===== config.mk =====
export PLATFORM = sky130hd
export DESIGN_NAME = pipe_stage_buf_flat
export DESIGN_NICKNAME = d
export VERILOG_FILES = /design/src/rtl/pipe_pkg.sv /design/src/rtl/pipe_stage_buf_if.sv /design/src/rtl/pipe_slot.sv /design/src/rtl/pipe_stage_buf.sv /design/src/flat_wrapper.sv
export SDC_FILE = /design/constraint.sdc
export NUM_CORES = 1
export LEC_CHECK = 0
export BUFFER_PORTS_ARGS = -buffer_cell sky130_fd_sc_hd__buf_2
export CAP_MARGIN = 40
export CORE_ASPECT_RATIO = 0.75
export CORE_MARGIN = 1
export CORE_UTILIZATION = 54
export CTS_CLUSTER_DIAMETER = 150
export DETAILED_ROUTE_END_ITERATION = 16
export GPL_ROUTABILITY_DRIVEN = 0
export HOLD_SLACK_MARGIN = 0.05
export PLACE_DENSITY = 0.8
export SKIP_CTS_REPAIR_TIMING = 1
export SLEW_MARGIN = 15
export SYNTH_ARGS = -nofsm -noshare
export SYNTH_HDL_FRONTEND = slang
export SYNTH_SLANG_ARGS = --single-unit

===== constraint.sdc =====
create_clock -name CLK -period 2.6 [get_ports CLK]
set_input_delay 0.78 -clock CLK [delete_from_list [all_inputs] [get_ports CLK]]
set_output_delay 0.78 -clock CLK [all_outputs]
set_load 0.005 [all_outputs]

===== src/rtl/pipe_pkg.sv =====
// Shared definitions for pipeline-stage buffers: control bundle layout,
// ALU opcodes and the bubble (NOP) control word.
package pipe_pkg;

  localparam int CTRL_W     = 13;
  localparam int DATA_W     = 96;

  localparam int W_RF_LSB   = 0;
  localparam int W_RF_W     = 3;
  localparam int W_RB_LSB   = 3;
  localparam int S_MXRB_LSB = 4;
  localparam int S_MXRB_W   = 2;
  localparam int W_DM_LSB   = 6;
  localparam int OP_ALU_LSB = 7;
  localparam int OP_ALU_W   = 5;
  localparam int S_MXSE_LSB = 12;

  typedef enum logic [OP_ALU_W-1:0] {
    ALU_ADD   = 5'b00000,
    ALU_SUB   = 5'b00001,
    ALU_AND   = 5'b00010,
    ALU_OR    = 5'b00011,
    ALU_XOR   = 5'b00100,
    ALU_SLT   = 5'b00101,
    ALU_PASSA = 5'b10010,
    ALU_PASSB = 5'b10011
  } op_alu_e;

  typedef struct packed {
    logic                s_mxse;
    op_alu_e             op_alu;
    logic                w_dm;
    logic [S_MXRB_W-1:0] s_mxrb;
    logic                w_rb;
    logic [W_RF_W-1:0]   w_rf;
  } ctrl_t;

  // Bubble: sign-extend select, ALU passes B, no architectural writes.
  localparam logic [CTRL_W-1:0] CTRL_NOP_DEF =
    {1'b1, ALU_PASSB, 1'b0, 2'b00, 1'b0, 3'b000};

endpackage


===== src/rtl/pipe_stage_buf_if.sv =====
// Ready/valid handshake bundle between two pipeline stages.
interface pipe_stage_buf_if #(
  parameter int CTRL_W = 13,
  parameter int DATA_W = 96
);
  logic              in_valid;
  logic              in_ready;
  logic [CTRL_W-1:0] in_ctrl;
  logic [DATA_W-1:0] in_data;
  logic              out_valid;
  logic              out_ready;
  logic [CTRL_W-1:0] out_ctrl;
  logic [DATA_W-1:0] out_data;

  modport slave (
    input  in_valid, in_ctrl, in_data, out_ready,
    output in_ready, out_valid, out_ctrl, out_data
  );

  modport master (
    output in_valid, in_ctrl, in_data, out_ready,
    input  in_ready, out_valid, out_ctrl, out_data
  );
endinterface


===== src/rtl/pipe_slot.sv =====
// One buffer entry: valid bit plus control/data payload, with load and clear.
module pipe_slot
  import pipe_pkg::*;
#(
  parameter int CTRL_W = 13,
  parameter int DATA_W = 96
) (
  input  logic              i_clk,
  input  logic              i_rst,
  input  logic              i_clr,
  input  logic              i_load,
  input  logic [CTRL_W-1:0] i_ctrl,
  input  logic [DATA_W-1:0] i_data,
  output logic              o_valid,
  output logic [CTRL_W-1:0] o_ctrl,
  output logic [DATA_W-1:0] o_data
);
  logic              r_valid;
  logic [CTRL_W-1:0] r_ctrl;
  logic [DATA_W-1:0] r_data;

  // Clear wins over load so a flush can never be overridden by a capture.
  always_ff @(posedge i_clk) begin
    if (i_rst) begin
      r_valid <= 1'b0;
      r_ctrl  <= '0;
      r_data  <= '0;
    end else if (i_clr) begin
      r_valid <= 1'b0;
    end else if (i_load) begin
      r_valid <= 1'b1;
      r_ctrl  <= i_ctrl;
      r_data  <= i_data;
    end
  end

  assign o_valid = r_valid;
  assign o_ctrl  = r_ctrl;
  assign o_data  = r_data;
endmodule


===== src/rtl/pipe_stage_buf.sv =====
// Two-entry skid buffer between pipeline stages with flush, NOP insertion on
// bubbles and a saturating back-pressure counter.
module pipe_stage_buf
  import pipe_pkg::*;
#(
  parameter int                DATA_W   = 96,
  parameter int                CTRL_W   = 13,
  parameter logic [CTRL_W-1:0] CTRL_NOP = CTRL_W'(CTRL_NOP_DEF),
  parameter int                CNT_W    = 16
) (
  input  logic                 CLK,
  input  logic                 RESET,
  input  logic                 FLUSH,
  pipe_stage_buf_if.slave      bus,
  output logic [CNT_W-1:0]     stall_cnt
);
  logic              w_main_v, w_skid_v;
  logic [CTRL_W-1:0] w_main_ctrl, w_skid_ctrl, w_main_ctrl_d;
  logic [DATA_W-1:0] w_main_data, w_skid_data, w_main_data_d;
  logic              w_in_xfer, w_out_xfer;
  logic              w_main_load, w_main_clr, w_skid_load, w_skid_clr;
  logic [CNT_W-1:0]  r_stall_cnt;

  // in_ready is derived only from the skid valid register.
  assign w_in_xfer  = bus.in_valid & ~w_skid_v;
  assign w_out_xfer = w_main_v & bus.out_ready;

  // When the skid holds an entry it always refills main first, keeping order.
  assign w_main_load   = ~FLUSH & (w_skid_v ? w_out_xfer
                                            : (w_in_xfer & (~w_main_v | w_out_xfer)));
  assign w_main_clr    = FLUSH | (w_out_xfer & ~w_skid_v & ~w_in_xfer);
  assign w_skid_load   = ~FLUSH & w_in_xfer & w_main_v & ~w_out_xfer;
  assign w_skid_clr    = FLUSH | (w_skid_v & w_out_xfer);
  assign w_main_ctrl_d = w_skid_v ? w_skid_ctrl : bus.in_ctrl;
  assign w_main_data_d = w_skid_v ? w_skid_data : bus.in_data;

  pipe_slot #(.CTRL_W(CTRL_W), .DATA_W(DATA_W)) u_main (
    .i_clk   (CLK),
    .i_rst   (RESET),
    .i_clr   (w_main_clr),
    .i_load  (w_main_load),
    .i_ctrl  (w_main_ctrl_d),
    .i_data  (w_main_data_d),
    .o_valid (w_main_v),
    .o_ctrl  (w_main_ctrl),
    .o_data  (w_main_data)
  );

  pipe_slot #(.CTRL_W(CTRL_W), .DATA_W(DATA_W)) u_skid (
    .i_clk   (CLK),
    .i_rst   (RESET),
    .i_clr   (w_skid_clr),
    .i_load  (w_skid_load),
    .i_ctrl  (bus.in_ctrl),
    .i_data  (bus.in_data),
    .o_valid (w_skid_v),
    .o_ctrl  (w_skid_ctrl),
    .o_data  (w_skid_data)
  );

  always_ff @(posedge CLK) begin
    if (RESET)
      r_stall_cnt <= '0;
    else if (w_main_v && !bus.out_ready && !(&r_stall_cnt))
      r_stall_cnt <= r_stall_cnt + 1'b1;
  end

  assign bus.in_ready  = ~w_skid_v;
  assign bus.out_valid = w_main_v;
  assign bus.out_ctrl  = w_main_v ? w_main_ctrl : CTRL_NOP;
  assign bus.out_data  = w_main_v ? w_main_data : '0;
  assign stall_cnt     = r_stall_cnt;
endmodule


===== src/flat_wrapper.sv =====
// flat-port wrapper written by rule: the top's interface ports become plain ports
module pipe_stage_buf_flat import pipe_pkg::*;
#(
  parameter int                DATA_W   = 96,
  parameter int                CTRL_W   = 13,
  parameter logic [CTRL_W-1:0] CTRL_NOP = CTRL_W'(CTRL_NOP_DEF),
  parameter int                CNT_W    = 16
)
  (CLK, RESET, FLUSH, stall_cnt, bus_in_valid, bus_in_ctrl, bus_in_data, bus_out_ready, bus_in_ready, bus_out_valid, bus_out_ctrl, bus_out_data);
  pipe_stage_buf_if #(.CTRL_W(CTRL_W), .DATA_W(DATA_W)) bus_i ();
  input  logic CLK;
  input  logic RESET;
  input  logic FLUSH;
  output logic [CNT_W-1:0] stall_cnt;
  input wire logic [$bits(bus_i.in_valid)-1:0] bus_in_valid;
  input wire logic [$bits(bus_i.in_ctrl)-1:0] bus_in_ctrl;
  input wire logic [$bits(bus_i.in_data)-1:0] bus_in_data;
  input wire logic [$bits(bus_i.out_ready)-1:0] bus_out_ready;
  output wire logic [$bits(bus_i.in_ready)-1:0] bus_in_ready;
  output wire logic [$bits(bus_i.out_valid)-1:0] bus_out_valid;
  output wire logic [$bits(bus_i.out_ctrl)-1:0] bus_out_ctrl;
  output wire logic [$bits(bus_i.out_data)-1:0] bus_out_data;
  assign bus_i.in_valid = bus_in_valid;
  assign bus_i.in_ctrl = bus_in_ctrl;
  assign bus_i.in_data = bus_in_data;
  assign bus_i.out_ready = bus_out_ready;
  assign bus_in_ready = bus_i.in_ready;
  assign bus_out_valid = bus_i.out_valid;
  assign bus_out_ctrl = bus_i.out_ctrl;
  assign bus_out_data = bus_i.out_data;
  pipe_stage_buf #(.DATA_W(DATA_W), .CTRL_W(CTRL_W), .CTRL_NOP(CTRL_NOP), .CNT_W(CNT_W)) u_core (.CLK(CLK), .RESET(RESET), .FLUSH(FLUSH), .bus(bus_i), .stall_cnt(stall_cnt));
endmodule

; ---- After elaboration in Yosys (flattened, before gate mapping)
; Index checks and enable logic that the tools add are counted.
[classes]
addsub = 1
n_reduce_logical = 9
n_shift = 0
n_eq_ne = 0
multipliers = 0
mux = 5
bitwise_logic = 20
div = 0
magnitude_cmp = 0
[op_table]
columns = operator, n
row1 = $mux W96, 2
row2 = $mux W13, 2
row3 = $add A16 B1 Y16 const B, 1
row4 = $reduce_and A16 Y1, 1
row5 = $and A1 B1 Y1, 10
row6 = $not A1 Y1, 7
row7 = $reduce_and A2 Y1, 2
row8 = $reduce_or A2 Y1, 2
row9 = $or A1 B1 Y1, 3
row10 = $logic_and A1 B1 Y1, 2
row11 = $logic_not A1 Y1, 2
row12 = $mux W1, 1
[word_totals]
ram_bits = 0
memories = 0
input_bits = 114
word_cells = 42
output_inout_bits = 127
latchBits = 0
mem_bits_ro = 0
reg_bits = 236

; ---- Longest topological paths before layout
[depth]
depth_word = 7
mapped_depth = 8
depth_no_buf = 5

; ---- Modules after synthesis
; From an unflattened synthesis, not the netlist that was laid out.
[unflattened]
hier_cells = 1353
hier_area_um2 = 13011.2
[by_module_without_submodules]
columns = module, cells_each, seq_area_each_um2, instances, area_per_inst_um2
row1 = pipe_slot, 500, 2202.1, 2, 5031.1
row2 = pipe_stage_buf, 353, 320.3, 1, 2949.1

; ---- Worst setup path after synthesis
; No wires, ideal clock.
[synth_path]
path_type = in2reg
from = input bus_out_ready
to = register u_core.u_skid.r_data[56], in the netlist u_core.u_skid.o_data[56]
setup_ns = 0.132
cell_stages = 8
slack_ns = 0.560
path_buffers = 4
t_arrival_ns = 1.907
t_required_ns = 2.468
cell_sequence = nand2b_1 > clkbuf_1 > or3_1 > buf_2 > buf_6 > buf_6 > nand2_1 > a21oi_1
[synth_via]
elab_chain_len = 5
elab_cells_between_ends = 7
classes_between = 6 x bitwise / 1 x reduce/logical
[synth_rtl]
columns = element, line_no
row1 = from (decl), flat_wrapper.sv:18  ; input wire logic [$bits(bus_i.out_ready)-1:0] bus_out_ready;
row2 = $and A1 B1 Y1 (*), pipe_stage_buf.sv:26  ; assign w_out_xfer = w_main_v & bus.out_ready;
row3 = $and A1 B1 Y1, pipe_stage_buf.sv:33  ; assign w_skid_clr = FLUSH | (w_skid_v & w_out_xfer);
row4 = $or A1 B1 Y1, pipe_stage_buf.sv:33
row5 = $not A1 Y1 (no line), n/a
row6 = $reduce_and A2 Y1 (no line) (*), n/a
row7 = to (signal assigned), pipe_slot.sv:33  ; r_data <= i_data;
row8 = to (decl), pipe_slot.sv:20  ; logic [DATA_W-1:0] r_data;
; Every way passes the cells marked *; elsewhere a longest branch is shown, timed or not.
; A chain may end at the register's enable or synchronous reset.

; ---- Final worst setup path
[layout_path]
from = register u_core.u_main.r_valid, in the netlist u_core.u_main.o_valid
to = output bus_out_data[56]
[layout_via]
elab_chain_len = 1
[layout_rtl]
columns = element, line_no
row1 = from (decl), pipe_slot.sv:18  ; logic r_valid;
row2 = from (signal assigned), pipe_slot.sv:25  ; r_valid <= 1'b0;
row3 = from (signal assigned), pipe_slot.sv:29  ; r_valid <= 1'b0;
row4 = from (signal assigned), pipe_slot.sv:31  ; r_valid <= 1'b1;
row5 = $mux W96, pipe_stage_buf.sv:71  ; assign bus.out_data = w_main_v ? w_main_data : '0;
row6 = to (decl), flat_wrapper.sv:22  ; output wire logic [$bits(bus_i.out_data)-1:0] bus_out_data;
; No other way between the ends.

==> run metrics <==
slew margin rel.=between 40% and 50%; Mapped Area=roughly 10000 µm²; CTS Buffer Depth=3; DP HPWL=15110 µm; Yosys reg bits=236; PortBufs=240; CP arrival=1640 ps; status=finished clean; CTS tree=built; Tot Pwr=0.007823 W; fin crit share=93.25%; Final min period=~2400 ps; CP Class=reg2out; PwrDens=637.5 nW/µm²; dpl ws=293.4 ps; DRC errors left=0; H-tree depth=1; antenna-violating nets left=0; max cap viols=0; Hold Crit Class=reg2reg; Finish-stage setup viols=0; GRT overflow=0; Horiz. Die Dim=between 150 and 200 µm; slew at the pin closest to its max-slew limit=846.6 ps; CP Launch Type=register; RSZ-0062 raised after global routing=false; Worst-Skew Late Latency=500 ps; setup TNS=0 ps; vias in the first global route=7899; Pre-antenna DRT Iters=5; post-DR vias/cell=5.366; die area=19280 µm²; maximum VDD drop=0.4139 mV; layout cells sized above 1=roughly 22%; initial antenna violation count=2; total CTS buffers=23; Area Overhead vs Synth=21.40%; initial core utilization=56.24%; Placeable Area=17970 µm²; leak pwr=~4.7 nW; Layout Nets=1486; part of the Yosys area used for sequential elements=a little under half; post-synth cell types=38; Data required, critical path=around 1800 ps; yosys warns=0; Total Wirelength=23930 µm; Rows=42; Final Util=between 60 and 70%; worst-path maximum fanout=65; FILL cells=1489; average size of a mapped cell=8.494 µm²; clk_skew=6.580 ps; GRT Overall Usage=24.20%; Post-Syn Instances=about 1200; CP Capture Type=output port; pin count of the biggest net entering global routing=110; Wirelength per Cell=14.68 µm; final worst slack=175.5 ps; clock tree root buffer cell=clkbuf_16; Max Fclk=412.5 MHz; IO Pins=around 240; first-pass GRT wire length=38740 µm; DRT iter0 DRCs=650; Final Max Slew Viols=0; Die H=120.5 µm; clk slew on worst S/H paths=around 60 ps; Hold Fails Final Rpt=0; vias=8746; worst hold slack=roughly 450 ps; syn_nets=1305; CTS sink cnt=around 240
==> cells in the final DEF (no fill, tap or decap), drive strengths merged <==
master | Yosys | final
buf | 49 | 257
dfxtp | 236 | 236
nand2 | 224 | 224
a21oi | 122 | 122
nor2 | 113 | 113
a211oi | 111 | 111
mux2i | 109 | 109
and2 | 105 | 105
clkbuf | 51 | 29
clkinv | 0 | 9
or3 | 8 | 8
nand2b | 7 | 7
o21ai | 7 | 7
inv | 6 | 6
nand4 | 6 | 6
o31ai | 5 | 5
nand3 | 4 | 4
or4 | 4 | 4
nor2b | 3 | 3
nor4 | 3 | 3
o41ai | 3 | 3
o311ai | 2 | 2
bufinv | 0 | 2
nor3 | 2 | 2
mux2 | 2 | 2
diode | 0 | 1
and4b | 1 | 1
and3 | 1 | 1
or4b | 1 | 1
nand3b | 1 | 1
nor4b | 1 | 1
a2111oi | 1 | 1
ha | 1 | 1
clkinvlp | 0 | 1
==> registers in the layout, summed over array words and instances (netlist names) <==
name                   cells
u_core.u_main.o_data      96
u_core.u_skid.o_data      96
u_core.u_skid.o_valid      1
u_core.stall_cnt          16
u_core.u_skid.o_ctrl      13
u_core.u_main.o_ctrl      13
u_core.u_main.o_valid      1
==> final cells by class <==
type,count,area [µm²],share of cell area [%]
Multi-Input combinational cell,847,4923,40.12
Timing Repair Buffer,257,1509,12.30
Sequential cell,236,4730,38.54
Inverter,6,22.52,0.1835
Clock buffer,29,669.4,5.455
Antenna cell,1,2.502,0.02039
Clock inverter,12,112.6,0.9176
Tap cell,242,302.8,2.467
==> per-stage QoR <==
| stage | cells | instance area, µm² |
|---|---|---|
| global route | 1630 | 12270 |
| CTS | 1628 | 12240 |
| floorplan | 1190 | 10110 |
| detailed placement | 1587 | 11460 |
| finish | 1630 | 12270 |
| global placement | 1587 | 11460 |
==> Yosys cell counts (all sizes together) <==
cell / number / area (µm²)
clkbuf: 51 / 191.4
nand3b: 1 / 7.510
and2: 105 / 656.9
or4b: 1 / 10.01
a2111oi: 1 / 8.760
nand4: 6 / 43.79
dlygate4sd1: 1 / 8.760
nand2: 224 / 840.8
nor2b: 3 / 18.77
and4b: 1 / 10.01
a21oi: 122 / 610.6
nand3: 4 / 20.02
and3: 1 / 6.260
ha: 1 / 12.51
inv: 6 / 22.52
mux2i: 109 / 1091
or4: 4 / 30.03
nor2: 113 / 424.2
nor4: 3 / 18.77
mux2: 2 / 22.52
nor3: 2 / 10.01
nor4b: 1 / 8.760
or3: 8 / 56.31
nand2b: 7 / 43.79
o41ai: 3 / 26.28
dfxtp: 236 / 4725
o21ai: 7 / 35.03
a211oi: 111 / 833.3
o31ai: 5 / 37.54
o311ai: 2 / 17.52
buf: 49 / 260.3
==> critical path, stage by stage (launching register included) <==
cell and delay (ps):
dfxtp_2 510, buf_12 280, and2_1 210, buf_2 130
==> final timing paths <==
kind | endpoint | startpoint | slack [ps] | cells after the start
setup / recovery | bus_out_data[56] | u_core.u_main.o_valid$_SDFFE_PP0P_ | 180 | 3
hold / removal | u_core.u_skid.o_data[82]$_SDFFE_PP0P_ | u_core.u_skid.o_data[82]$_SDFFE_PP0P_ | 450 | 2
setup reg to reg | u_core.stall_cnt[15]$_SDFFE_PP0P_ | u_core.stall_cnt[0]$_SDFFE_PP0P_ | 490 | 5
hold reg to reg | u_core.u_skid.o_data[82]$_SDFFE_PP0P_ | u_core.u_skid.o_data[82]$_SDFFE_PP0P_ | 450 | 2
==> kinds of logic (layout without fill, tap and decap cells) <==
| family | count (synthesis) | after routing | synth area share, % |
|---|---|---|---|
| AND/OR/NAND/NOR | 484 | 484 | 21.82 |
| AO/OA/AOI/OAI | 251 | 251 | 15.52 |
| flip-flops | 236 | 236 | 46.74 |
| multiplexers | 111 | 111 | 11.02 |
| buffers and inverters | 107 | 304 | 4.778 |
| adder cells (fa/ha/maj) | 1 | 1 | 0.1238 |
| other | 0 | 1 | 0 |
==> where the power goes <==
part | internal (W) | total, W | leakage [nW] | switching (W)
Combinational | 0.000267 | 0.000611 | 2.39 | 0.000344
Clock | 0.00202 | 0.00339 | 0.395 | 0.00138
Sequential | 0.00375 | 0.00382 | 1.92 | 0.0000683
Total | 0.00603 | 0.00782 | 4.71 | 0.00179
==> metal layers <==
metal / global-route usage, % / routed length (µm) / vias up
met5: 0 / 11 / -
met4: 6.310 / 487 / 2
met3: 3.911 / 1177 / 34
met2: 39.21 / 11120 / 224
met1: 33.57 / 11130 / 4047
li1: - / - / 4439
Note: power is estimated with default switching activity, not from simulation.
